--- src/rtl/request_dispatcher.sv ---
`default_nettype none
// ============================================================================
// Module   : request_dispatcher
// Purpose  : Downstream stage of the scheduler. A one-cycle enable/id grant
//            pops the head word of the granted queue. The word is forwarded on
//            a valid/ready master channel, and a one-cycle consumed pulse
//            closes the transaction. Only one transaction is in flight at a
//            time.
// Revision : 1.0 - initial release
// ----------------------------------------------------------------------------
// Ports
//   clock        in   single clock, all state on posedge
//   reset        in   asynchronous, active-low reset
//   enable       in   grant pulse from the scheduler (1 cycle)
//   id           in   granted queue index, valid with enable
//   empty        in   per-queue empty flags
//   lastElem     in   per-queue head-is-last-element flags
//   heads        in   per-queue head word (first-word-fall-through)
//   pop          out  one-hot, 1-cycle pop strobe to the queues
//   m_valid      out  master request valid
//   m_ready      in   master request ready
//   m_data       out  forwarded request word
//   m_id         out  source queue of m_data
//   m_last       out  lastElem of the source queue at pop time
//   consumed     out  1-cycle completion pulse to the scheduler
//   clear_stats  in   (DISPATCH_STATS_EN) synchronous clear of the counters
//   sent_count   out  (DISPATCH_STATS_EN) per-queue handshake count
//   drop_count   out  (DISPATCH_STATS_EN) count of dropped grants
// Configuration
//   DISPATCH_STATS_EN : when defined, adds the saturating statistics
//                       counters and their ports. The FSM is the same
//                       either way.
// ============================================================================
module request_dispatcher #(
  parameter int NUMBER_OF_QUEUES = 4,
  parameter int REQUEST_SIZE     = 64,
  parameter int REGISTER_SIZE    = 32
) (
  input  logic                                             clock,
  input  logic                                             reset,
  input  logic                                             enable,
  input  logic [$clog2(NUMBER_OF_QUEUES)-1:0]              id,
  input  logic [NUMBER_OF_QUEUES-1:0]                      empty,
  input  logic [NUMBER_OF_QUEUES-1:0]                      lastElem,
  input  logic [NUMBER_OF_QUEUES-1:0][REQUEST_SIZE-1:0]    heads,
  output logic [NUMBER_OF_QUEUES-1:0]                      pop,
  output logic                                             m_valid,
  input  logic                                             m_ready,
  output logic [REQUEST_SIZE-1:0]                          m_data,
  output logic [$clog2(NUMBER_OF_QUEUES)-1:0]              m_id,
  output logic                                             m_last,
  output logic                                             consumed
`ifdef DISPATCH_STATS_EN
  ,
  input  logic                                             clear_stats,
  output logic [NUMBER_OF_QUEUES-1:0][REGISTER_SIZE-1:0]   sent_count,
  output logic [REGISTER_SIZE-1:0]                         drop_count
`endif
);

  localparam int c_id_w = $clog2(NUMBER_OF_QUEUES);

  typedef enum logic [1:0] {
    ST_IDLE = 2'd0,
    ST_POP  = 2'd1,
    ST_SEND = 2'd2,
    ST_DONE = 2'd3
  } state_t;

  state_t                    state_q, state_d;
  logic [c_id_w-1:0]         id_q, id_d;
  logic [REQUEST_SIZE-1:0]   m_data_q, m_data_d;
  logic [c_id_w-1:0]         m_id_q, m_id_d;
  logic                      m_last_q, m_last_d;
  logic [NUMBER_OF_QUEUES-1:0] pop_w;
  logic                      id_in_range;
  logic                      pop_ok;

  // A power-of-two queue count cannot produce an out-of-range index, so the
  // range compare is only built when some id codes are unused.
  generate
    if ((1 << c_id_w) == NUMBER_OF_QUEUES) begin : g_id_pow2
      assign id_in_range = 1'b1;
    end else begin : g_id_range
      assign id_in_range = (int'(id_q) < NUMBER_OF_QUEUES);
    end
  endgenerate

  // The granted queue can be served only if it exists and has a head word.
  assign pop_ok = id_in_range && !empty[id_q];

  // --------------------------------------------------------------------------
  // FSM: next state and datapath capture
  // --------------------------------------------------------------------------
  always_comb begin
    state_d  = state_q;
    id_d     = id_q;
    m_data_d = m_data_q;
    m_id_d   = m_id_q;
    m_last_d = m_last_q;
    pop_w    = '0;

    case (state_q)
      ST_IDLE: begin
        if (enable) begin
          id_d    = id;
          state_d = ST_POP;
        end
      end

      ST_POP: begin
        if (pop_ok) begin
          pop_w[id_q] = 1'b1;
          m_data_d    = heads[id_q];
          m_last_d    = lastElem[id_q];
          m_id_d      = id_q;
          state_d     = ST_SEND;
        end else begin
          // Drop: nothing to forward, but the scheduler still needs its
          // consumed pulse to close the transaction.
          state_d = ST_DONE;
        end
      end

      ST_SEND: begin
        if (m_ready) begin
          state_d = ST_DONE;
        end
      end

      ST_DONE: begin
        state_d = ST_IDLE;
      end

      default: begin
        state_d = ST_IDLE;
      end
    endcase
  end

  always_ff @(posedge clock or negedge reset) begin
    if (!reset) begin
      state_q  <= ST_IDLE;
      id_q     <= '0;
      m_data_q <= '0;
      m_id_q   <= '0;
      m_last_q <= 1'b0;
    end else begin
      state_q  <= state_d;
      id_q     <= id_d;
      m_data_q <= m_data_d;
      m_id_q   <= m_id_d;
      m_last_q <= m_last_d;
    end
  end

  // m_valid and consumed decode the state register only, so there is no
  // combinational path from any input, and an asynchronous reset drops both
  // immediately.
  assign pop      = pop_w;
  assign m_valid  = (state_q == ST_SEND);
  assign consumed = (state_q == ST_DONE);
  assign m_data   = m_data_q;
  assign m_id     = m_id_q;
  assign m_last   = m_last_q;

`ifdef DISPATCH_STATS_EN
  // --------------------------------------------------------------------------
  // Saturating statistics counters
  // --------------------------------------------------------------------------
  localparam logic [REGISTER_SIZE-1:0] c_cnt_one = REGISTER_SIZE'(1);

  logic [NUMBER_OF_QUEUES-1:0][REGISTER_SIZE-1:0] sent_q, sent_d;
  logic [REGISTER_SIZE-1:0]                       drop_q, drop_d;
  logic                                           handshake;
  logic                                           drop;

  assign handshake = (state_q == ST_SEND) && m_ready;
  assign drop      = (state_q == ST_POP) && !pop_ok;

  always_comb begin
    sent_d = sent_q;
    drop_d = drop_q;
    // A clear overrides any increment that lands in the same cycle.
    if (clear_stats) begin
      sent_d = '0;
      drop_d = '0;
    end else begin
      for (int q = 0; q < NUMBER_OF_QUEUES; q++) begin
        if (handshake && (int'(m_id_q) == q) && (sent_q[q] != '1)) begin
          sent_d[q] = sent_q[q] + c_cnt_one;
        end
      end
      if (drop && (drop_q != '1)) begin
        drop_d = drop_q + c_cnt_one;
      end
    end
  end

  always_ff @(posedge clock or negedge reset) begin
    if (!reset) begin
      sent_q <= '0;
      drop_q <= '0;
    end else begin
      sent_q <= sent_d;
      drop_q <= drop_d;
    end
  end

  assign sent_count = sent_q;
  assign drop_count = drop_q;
`endif

endmodule
`default_nettype wire

--- config.mk ---
export PLATFORM = sky130hd
export DESIGN_NAME = request_dispatcher
export DESIGN_NICKNAME = d
export VERILOG_FILES = /design/src/rtl/request_dispatcher.sv
export SDC_FILE = /design/constraint.sdc
export NUM_CORES = 1
export LEC_CHECK = 0
export ABC_AREA = 1
export CAP_MARGIN = 30
export CORE_AREA = 2 2 134 136
export DETAILED_ROUTE_END_ITERATION = 12
export DIE_AREA = 0 0 136 138
export DONT_BUFFER_PORTS = 1
export GPL_ROUTABILITY_DRIVEN = 0
export GPL_TIMING_DRIVEN = 0
export SLEW_MARGIN = 5
export SYNTH_ARGS = -nofsm -noshare
export SYNTH_HDL_FRONTEND = slang
export SYNTH_SLANG_ARGS = --single-unit
--- constraint.sdc ---
create_clock -name clock -period 2.8 [get_ports clock]
set_clock_uncertainty 0.05 [all_clocks]
set_input_delay 0.42 -clock clock [delete_from_list [all_inputs] [get_ports clock]]
set_output_delay 0.42 -clock clock [all_outputs]
set_load 0.02 [all_outputs]
==> metrics.md, run 1 <==
| Metric | Value |
|---|---|
| Outcome | `finished, final reports clean` |
| Number of synthesized register bits | `71` |
| CTS tree | `built` |
| Die ar. | `18800 µm²` |
| Yosys top cell area share | `roughly 37%` |
| Top-count cell post-synth | `nand3_1` |
| Hold_ws | `roughly 200 ps` |
| Critical path class | `reg -> out` |
| Max VDD drop | `0.407 mV` |
| Worst slew pin tran | `approximately 750 ps` |
| First-pass GRT wire length | `33100 µm` |
| Top FF cell, synth | `dfrtp_1` |
| Post-synth EDFFs | `0` |
| Fraction of registers with async set/reset | `100%` |
| Setup crit end kind | `output pin` |
| Top cells by area, synth | `dfrtp_1 (37%), nand3_1 (27%), nand2_1 (17%)` |
| Final Hold Viols | `0` |
| Hold WC Path Type | `in -> reg` |
| Number of global-route vias before repair | `between 5000 and 6000` |
| Ports | `343` |
| Worst Path Required | `2330 ps` |
| Die Y | `138 µm` |
| CTS Buf Count | `9` |
| Max layer used | `met4` |
| Pleak | `2.50 nW` |
| Dpl cell area | `5080 µm²` |
| Largest net degree at the start of global routing | `just over 70` |
| DRT met1 WL | `9240 µm` |
| CTS clock-pin slew for the worst setup and hold paths | `roughly 60 ps` |
| Mapped Area | `4800 µm²` |
| Share of cells above drive strength 1 | `just under 9%` |
| Syn nets | `985` |
| Starting density of the core | `between 20% and 30%` |
| Reg-to-reg slack, setup | `between 700 and 800 ps` |
| CP startpoint kind | `register` |
| Drt pass-1 iters | `7` |
| Arrival time worst endpoint | `2200 ps` |
| Worst-Skew Late Latency | `~340 ps` |
| Final WL | `22900 µm` |
| Met2 wire len | `10800 µm` |
| Root buf cell | `clkbuf_16` |
| Area grow syn2layout | `13.5%` |
| Crit path cell chain | `buf_4 -> buf_2 -> buf_1 -> nand2_1 -> nor2_2` |
| Met3 wire length | `1950 µm` |
| DR vias | `5541` |
| Grt total ovfl | `0` |
| Synth cell count leaders | `nand3_1 (260), nand2_1 (216), dfrtp_1 (71)` |
| RSZ-0062 raised after global routing | `no` |
| Yosys warning total | `0` |
| Core Area | `17500 µm²` |
| Final setup TNS | `0 ps` |
| Row count | `49` |
| Clk buf depth | `2` |
| Core Util, Final | `between 30% and 40%` |
| GRT Util Overall | `23.7%` |
| Post-DP HPWL | `17000 µm` |
| Post-route ant nets | `0` |
| Max Slew Vio Count | `0` |
| I/O Buffers | `0` |
| Die width | `136 µm` |
| Drt wl/cell | `24.0 µm` |
| Cells after Synth | `710` |
| DRC violation total after the first TritonRoute iteration | `384` |
| Crit path time final | `roughly 2700 ps` |
| Post-route cell area | `between 5000 and 6000 µm²` |
| Initial antenna violation count | `1` |
| Final net count | `about 1000` |
| Postcts setup bufs | `0` |
| Relative slew slack | `49.8%` |
| Sequential fraction of the synthesis area | `37.0%` |
| Mean area per synthesized cell | `6.76 µm²` |
| Library cells used by synthesis | `18` |
| DRC | `0` |
| Tcrit/Tclk final | `95.4%` |
| Maxcap violations | `0` |
| H-tree depth | `3` |
| Maximum clock frequency | `374 MHz` |
| Crit path max-delay cell type | `buf_1` |
| Largest stage delay, worst path | `430 ps` |
| Yosys top cell by area | `dfrtp_1` |
| Clock sink total | `71` |
| CP max FO | `10` |
| Post-DR vias/cell | `5.79` |
| Pwr dens | `1390 nW/µm²` |
| Final setup viols | `0` |
per-stage QoR:
step	power (mW)	worst slack (ps)	cells
6_report	7.56	130	957
3_3_place_gp	6.26	251	939
4_1_cts	7.61	67.5	956
5_1_grt	8.14	27.3	957
3_5_place_dp	6.31	264	939
2_1_floorplan	4.93	891	710
where the power goes:
part,internal [mW],switching [mW]
Clock,0.763,0.467
Combinational,1.13,2.80
Sequential,1.50,0.908
cells by family (layout without fill, tap and decap cells):
| family | Yosys count | count (layout) | synth area share, % |
|---|---|---|---|
| compound gates | 5 | 5 | 0.548 |
| other cells | 0 | 1 | 0 |
| fa+ha+maj | 5 | 5 | 1.30 |
| simple gates | 549 | 549 | 53.3 |
| buf+inv | 80 | 97 | 7.85 |
| flops | 71 | 71 | 37.0 |
cell type report:
| cell class | count | area (µm²) |
|---|---|---|
| fill | 1981 | 12100 |
| multi-input combinational | 559 | 2650 |
| sequential | 71 | 1780 |
| buffer | 71 | 345 |
| tap | 229 | 287 |
| clock buffer | 12 | 267 |
| clock inverter | 4 | 52.6 |
| timing repair buffer | 2 | 37.5 |
| inverter | 8 | 30.0 |
| antenna | 1 | 2.50 |
layout by cell type, fill, tap and decap left out, drive strengths merged:
| master | count |
|---|---|
| o22ai | 1 |
| clkinvlp | 3 |
| nor2 | 6 |
| nand4 | 65 |
| nand2 | 216 |
| o21ai | 2 |
| nor3 | 1 |
| bufinv | 1 |
| buf | 47 |
| clkbuf | 37 |
| dlygate4sd3 | 1 |
| inv | 8 |
| diode | 1 |
| dfrtp | 71 |
| ha | 5 |
| a21oi | 2 |
| nand3 | 261 |
flip-flops by register name (all words and copies together), names as in the netlist:
register and flops:
m_data 64, id_q 2, m_id 2, m_last 1
state_q 2
final timing paths:
path | start | end | cells after the start
worst max-delay path | id_q[0] | pop[1] | 5
worst min-delay path | id[0] | id_q[0] | 2
worst max register to register | id_q[1] | m_data[10] | 7
worst min register to register | state_q[0] | state_q[0] | 2
max in group asynchronous | reset | m_data[63] | 2
min in group asynchronous | reset | m_data[21] | 2
critical path, delay by kind of cell, from the launching register on:
| kind | cells | cell delay, ps |
|---|---|---|
| AND/OR/NAND/NOR | 2 | 580 |
| buffers and inverters | 3 | 950 |
| flip-flops | 1 | 320 |
routing by layer:
layer  global-route usage [%]  vias up
li1                         -     2493
met1                     28.7     2629
met2                     39.0      363
met3                     5.32       56
met4                     12.3        0
met5                        0        -
what timing repair did:
| item | in CTS | in global routing |
|---|---|---|
| hold buffers | 2 | 0 |
| setup endpoints to repair | 3 | 0 |
| gates resized for setup | 3 | 0 |
| endpoints found under the hold margin | 71 | 0 |
Power figures use the tool's default switching activity.
==> inputs of run 2 (changes only) <==
GPL_TIMING_DRIVEN = 1   (was 0)
==> run 2 against run 1 <==
- count of clock-buffer cells in the layout unchanged
- die area unchanged
- total power down 11%
- final cell count down 6.2%
- worst setup slack better by 450 ps
- cell area down 4.0%
- critical endpoint unchanged
- first-iteration DRC count down 9.6%
- clock power about the same
- critical path type unchanged
- sequential cell count unchanged
- worst hold slack worse by 3.3 ps
- global-route usage down 8.3 points
- utilization down 1.2 points
==> metrics.md, run 2 (synthesis results as in run 1) <==
| Metric | Value |
|---|---|
| Maxcap violations | `0 (unchanged)` |
| Initial antenna violation count | `0 (was 1)` |
| Grt total ovfl | `0 (unchanged)` |
| Relative slew slack | `50.5% (was 49.8%)` |
| Pleak | `2.36 nW (was 2.50 nW)` |
| Hold worst-path end | `id_q[1] (was id_q[0])` |
| Maximum clock frequency | `449 MHz (was 374 MHz)` |
| Worst-Skew Late Latency | `330 ps (was 340 ps)` |
| DRC violation total after the first TritonRoute iteration | `347 (was 384)` |
| CTS clock-pin slew for the worst setup and hold paths | `60 ps (about the same)` |
| Critical path class | `reg -> out (unchanged)` |
| Reg2reg start | `id_q[0] (was id_q[1])` |
| Die width | `136 µm (unchanged)` |
| Largest register FFs | `64 (unchanged)` |
| Outcome | `finished, final reports clean (unchanged)` |
| R2R cell count | `8 (was 7)` |
| Postcts setup bufs | `0 (unchanged)` |
| Post-DP HPWL | `10900 µm (was 17000 µm)` |
| Max VDD drop | `0.479 mV (was 0.407 mV)` |
| Drt pass-1 iters | `8 (was 7)` |
| Final WL | `15400 µm (was 22900 µm)` |
| Final setup TNS | `0 ps (unchanged)` |
| Setup crit end kind | `output pin (unchanged)` |
| Sequential standard cell area | `1780 µm² (about the same)` |
| Clk buf depth | `2 (unchanged)` |
| DRC | `0 (unchanged)` |
| Post-DR vias/cell | `5.53 (was 5.79)` |
| Worst slew pin tran | `742 ps (was 753 ps)` |
| GRT Util Overall | `15.4% (was 23.7%)` |
| Non-filler cells, final | `898 (was 957)` |
| Max Slew Vio Count | `0 (unchanged)` |
| Core Area | `17500 µm² (unchanged)` |
| RSZ-0062 raised after global routing | `no (unchanged)` |
| Largest stage delay, worst path | `480 ps (was 430 ps)` |
| Starting density of the core | `27.4% (unchanged)` |
| Largest net degree at the start of global routing | `133 (was 72)` |
| Number of global-route vias before repair | `4461 (was 5526)` |
| Worst path most repeated cell | `buf_4` |
| Drt wl/cell | `17.1 µm (was 24.0 µm)` |
| Arrival time worst endpoint | `1760 ps (was 2200 ps)` |
| Commonest non-fill, non-tap cells in the layout | `nand3_1 (260), nand2_1 (216), dfrtp_1 (69), nand4_1 (65), buf_4 (11) (was nand3_1 (260), nand2_1 (216), dfrtp_1 (71), nand4_1 (65), buf_2 (33))` |
| Commonest non-fill, non-tap cell in the layout | `nand3_1 (unchanged)` |
| Hold Path Depth | `2 (unchanged)` |
| Worst Path Required | `2330 ps (about the same)` |
| # placed instances | `880 (was 939)` |
| Tcrit/Tclk final | `79.5% (was 95.4%)` |
| Crit path cell chain | `buf_4 -> nand2_1 -> nor2_1 -> buf_4 (was buf_4 -> buf_2 -> buf_1 -> nand2_1 -> nor2_2)` |
| Multi-input logic area | `2650 µm² (about the same)` |
| Post-route cell area | `5230 µm² (was 5450 µm²)` |
| Final Hold Viols | `0 (unchanged)` |
| Reg-to-reg slack, setup | `970 ps (was 720 ps)` |
| CTS Buf Count | `9 (unchanged)` |
| H-tree depth | `3 (unchanged)` |
| Share of cells above drive strength 1 | `5.38% (was 8.94%)` |
| Area grow syn2layout | `9.00% (was 13.5%)` |
| Row count | `49 (unchanged)` |
| CP startpoint kind | `register (unchanged)` |
| Dpl cell area | `4870 µm² (was 5080 µm²)` |
| I/O Buffers | `0 (unchanged)` |
| Crit path max-delay cell type | `buf_4 (was buf_1)` |
| Buffers & Inverters on Critical Path | `2 (was 3)` |
| Die Y | `138 µm (unchanged)` |
| Final setup viols | `0 (unchanged)` |
| Core Util, Final | `29.8% (was 31.1%)` |
| ANT cells | `0 (was 1)` |
| Ports | `343 (unchanged)` |
| Crit path time final | `2230 ps (was 2670 ps)` |
| Hold path startpoint | `id[1] (was id[0])` |
| Kind of cell adding the most delay to the critical path | `buffers and inverters (unchanged)` |
| Pwr dens | `1290 nW/µm² (was 1390 nW/µm²)` |
| Crit Reg-Reg Endpoint | `m_data[56] (was m_data[10])` |
| Die ar. | `18800 µm² (unchanged)` |
| Final net count | `939 (was 997)` |
| DR vias | `4968 (was 5541)` |
| Clock sink total | `71 (unchanged)` |
| Post-route ant nets | `0 (unchanged)` |
| Root buf cell | `clkbuf_16 (unchanged)` |
| Fillers | `1956 (was 1981)` |
| Hold WC Path Type | `in -> reg (unchanged)` |
| CTS tree | `built (unchanged)` |
| CP max FO | `60 (was 10)` |
| First-pass GRT wire length | `22800 µm (was 33100 µm)` |
==> run 2: where the power goes <==
group	leakage (nW)	switching, mW	internal (mW)
clock	0.147	0.439	0.762
combinational	1.32	2.16	0.967
sequential	0.892	0.913	1.51
==> run 2: area by class of cell <==
cell class / instances / area share (%)
multi-input cells: 559 / 50.6
flip-flops and latches: 71 / 34.1
well taps: 229 / 5.48
clock buffers: 12 / 5.10
repair buffers: 15 / 3.06
clock inverters: 4 / 1.00
inverters: 8 / 0.670
==> run 2: what timing repair did <==
| item | 4_1_cts | 5_1_grt |
|---|---|---|
| resized for setup | 0 | 0 |
| endpoints found under the hold margin | 71 | 0 |
| hold buffers | 2 | 0 |
==> run 2: metrics by stage <==
step                      power [mW]  hold WS [ps]  setup WS, ps
after detailed placement        5.56          77.4           931
after global routing            7.36           208           417
after CTS                       6.83           178           566
final                           6.75           195           575
after floorplan                 4.93          74.4           891
after global placement          5.50          77.2           931
==> run 2: layer usage <==
layer / routed length, µm / track usage, %
met1: 5770 / 16.9
met2: 7680 / 27.8
met3: 1660 / 4.66
met4: 261 / 5.15
met5: 0 / 0
==> run 2: worst reg2reg max path: cells and delay by family, from the launching register on <==
family / cells / cell delay, ps
flip-flops: 1 / 500
AND/OR/NAND/NOR: 6 / 580
buffers and inverters: 2 / 630
==> run 2: worst max path at each step <==
| stage | start | end | cells past startpoint |
|---|---|---|---|
| CTS | id_q[0] | pop[1] | 4 |
| finish | id_q[0] | pop[1] | 4 |
| global route | id_q[0] | pop[1] | 4 |
| detailed placement | id_q[0] | m_id[0] | 8 |
| global placement | id_q[0] | m_id[1] | 8 |
| floorplan | state_q[1] | pop[0] | 5 |
==> inputs of run 3 (changes only) <==
clock period = 1.9 ns   (was 2.8 ns; I/O delays follow)
==> run 3 against run 2 <==
- the flow now finishes with violations (negative hold slack)
- combinational power rose by 68%
- via count rose by 2.8%
- die area did not move
- worst setup slack got worse by 570 ps
- largest power group unchanged
- routed wire length rose by 5.5%
- utilization rose by 1.8 points
- clock power rose by 49%
- cell area rose by 6.2%
- critical path depth rose by 5
==> metrics.md, run 3 (synthesis results as in run 1) <==
| Metric | Value |
|---|---|
| Grt total ovfl | `0 (unchanged)` |
| Largest register FFs | `64 (unchanged)` |
| Relative slew slack | `74.9% (was 50.5%)` |
| Pwr dens | `1920 nW/µm² (was 1290 nW/µm²)` |
| Post-route cell area | `5550 µm² (was 5230 µm²)` |
| Final setup viols | `0 (unchanged)` |
| Fillers | `1928 (was 1956)` |
| DRC violation total after the first TritonRoute iteration | `378 (was 347)` |
| Share of cells above drive strength 1 | `11.1% (was 5.38%)` |
| Drt pass-1 iters | `5 (was 8)` |
| Worst path most repeated cell | `nand2_2 (was buf_4)` |
| Placement Setup Slack | `173 ps (was 931 ps)` |
| Ports | `343 (unchanged)` |
| Final net count | `966 (was 939)` |
| Max VDD drop | `0.679 mV (was 0.479 mV)` |
| Final setup TNS | `0 ps (unchanged)` |
| Tcrit/Tclk final | `between 90% and 100%` |
| Non-filler cells, final | `925 (was 898)` |
| Clk buf depth | `2 (unchanged)` |
| Die ar. | `18800 µm² (unchanged)` |
| Final Hold Viols | `71 (was 0)` |
| Starting density of the core | `27.4% (unchanged)` |
| Critical path class | `reg -> out (unchanged)` |
| Pleak | `2.51 nW (was 2.36 nW)` |
| Arrival time worst endpoint | `1560 ps (was 1760 ps)` |
| Outcome | `finished with violations (was finished, final reports clean)` |
| Met3 wire length | `1480 µm (was 1660 µm)` |
| Buffers & Inverters on Critical Path | `3 (was 2)` |
| DR vias | `5108 (was 4968)` |
| Failing checks | `negative hold slack` |
| DRC | `0 (unchanged)` |
| Core Util, Final | `31.7% (was 29.8%)` |
| Die Y | `138 µm (unchanged)` |
| Final WL | `16200 µm (was 15400 µm)` |
| Worst-Skew Late Latency | `340 ps (was 330 ps)` |
| First-pass GRT wire length | `23900 µm (was 22800 µm)` |
| GRT Util Overall | `16.3% (was 15.4%)` |
| Hold_ws | `-416 ps (was 195 ps)` |
| Largest stage delay, worst path | `510 ps (was 480 ps)` |
| ANT cells | `0 (unchanged)` |
| Commonest non-fill, non-tap cells in the layout | `nand3_1 (260), nand2_1 (208), dfrtp_1 (69), nand4_1 (65), buf_4 (32) (was nand3_1 (260), nand2_1 (216), dfrtp_1 (69), nand4_1 (65), buf_4 (11))` |
| DRT met1 WL | `6080 µm (was 5770 µm)` |
| Setup crit end kind | `output pin (unchanged)` |
| Initial antenna violation count | `0 (unchanged)` |
| I/O Buffers | `0 (unchanged)` |
| CP startpoint kind | `register (unchanged)` |
| Crit path time final | `1900 ps` |
| Largest net degree at the start of global routing | `84 (was 133)` |
| Kind of cell adding the most delay to the critical path | `flip-flops (was buffers and inverters)` |
| Core Area | `17500 µm² (unchanged)` |
| Commonest non-fill, non-tap cell in the layout | `nand3_1 (unchanged)` |
| Maxcap violations | `0 (unchanged)` |
| Worst Path Required | `1560 ps (was 2330 ps)` |
| Worst slew pin tran | `377 ps (was 742 ps)` |
| Max Slew Vio Count | `0 (unchanged)` |
| CTS tree | `built (unchanged)` |
| CTS clock-pin slew for the worst setup and hold paths | `60 ps (about the same)` |
| # placed instances | `894 (was 880)` |
| Final WS setup | `4.82 ps (was 575 ps)` |
| Drt wl/cell | `17.5 µm (was 17.1 µm)` |
| Row count | `49 (unchanged)` |
| H-tree depth | `3 (unchanged)` |
| Root buf cell | `clkbuf_16 (unchanged)` |
| Post-DP HPWL | `11800 µm (was 10900 µm)` |
| Crit path cell chain | `inv_4 -> nand2_2 -> nand2_2 -> nand2_2 -> nand3_4 -> inv_4 -> nand2_4 -> nor2_4 -> buf_6 (was buf_4 -> nand2_1 -> nor2_1 -> buf_4)` |
| CTS Buf Count | `9 (unchanged)` |
| Crit path max-delay cell type | `dfrtp_4 (was buf_4)` |
| Maximum clock frequency | `528 MHz` |
| Hold WC Path Type | `in -> async (was in -> reg)` |
| Met2 wire len | `8390 µm (was 7680 µm)` |
| Area grow syn2layout | `15.7% (was 9.00%)` |
| Max layer used | `met4 (unchanged)` |
| Number of global-route vias before repair | `4554 (was 4461)` |
| Post-route ant nets | `0 (unchanged)` |
| Dpl cell area | `5030 µm² (was 4870 µm²)` |
| Die width | `136 µm (unchanged)` |
| RSZ-0062 raised after global routing | `yes (was no)` |
| Post-DR vias/cell | `5.52 (was 5.53)` |
| Clock sink total | `71 (unchanged)` |
| CP max FO | `4 (was 60)` |
## run 3: cell types whose count changed in the layout (fill, tap and decap cells not counted), sizes merged
cell,delta
buf,+28
dlygate4sd3,-1
## run 3: final cells by class
cell class,count,area [µm²],share of cell area (%)
Multi-Input combinational cell,559,2720,48.9
Timing Repair Buffer,42,405,7.30
Clock inverter,4,52.6,0.946
Tap cell,229,287,5.16
Sequential cell,71,1780,32.1
Inverter,8,42.5,0.766
Clock buffer,12,267,4.80
## run 3: timing repair
item	CTS	global route
endpoints found under the hold margin	71	71
pin swaps	5	6
buffers inserted	12	5
setup endpoints to repair	4	5
resized for setup	8	18
## run 3: per-stage QoR
| step | total power, mW | hold WS (ps) |
|---|---|---|
| 3_5_place_dp | 8.53 | -58.1 |
| 6_report | 10.6 | -416 |
| 5_1_grt | 11.6 | -441 |
| 3_3_place_gp | 8.45 | -57.5 |
| 4_1_cts | 10.6 | -437 |
| 2_1_floorplan | 7.26 | -60.6 |
## run 3: metal layers
| metal | up-vias | track usage, % |
|---|---|---|
| met5 | - | 0 |
| met4 | 0 | 6.47 |
| met3 | 15 | 4.25 |
| met2 | 274 | 29.3 |
| met1 | 2392 | 18.1 |
| li1 | 2427 | - |
## run 3: path summary, 6_finish.rpt
path | from | end | slack (ps) | cells after the start
min in group clock | id[1] | id_q[1] | 70 | 2
hold / removal | reset | m_data[21] | -420 | 0
max in group asynchronous | reset | id_q[0] | 2020 | 0
setup reg to reg | id_q[0] | m_data[3] | 100 | 7
hold reg to reg | state_q[0] | state_q[0] | 580 | 2
setup / recovery | id_q[0] | pop[1] | 5 | 9
## run 3: power by group
group	switching [mW]	total [mW]	leakage, nW	internal, mW
clock	0.665	1.79	0.147	1.12
sequential	1.37	3.59	0.892	2.22
combinational	3.37	5.26	1.47	1.89
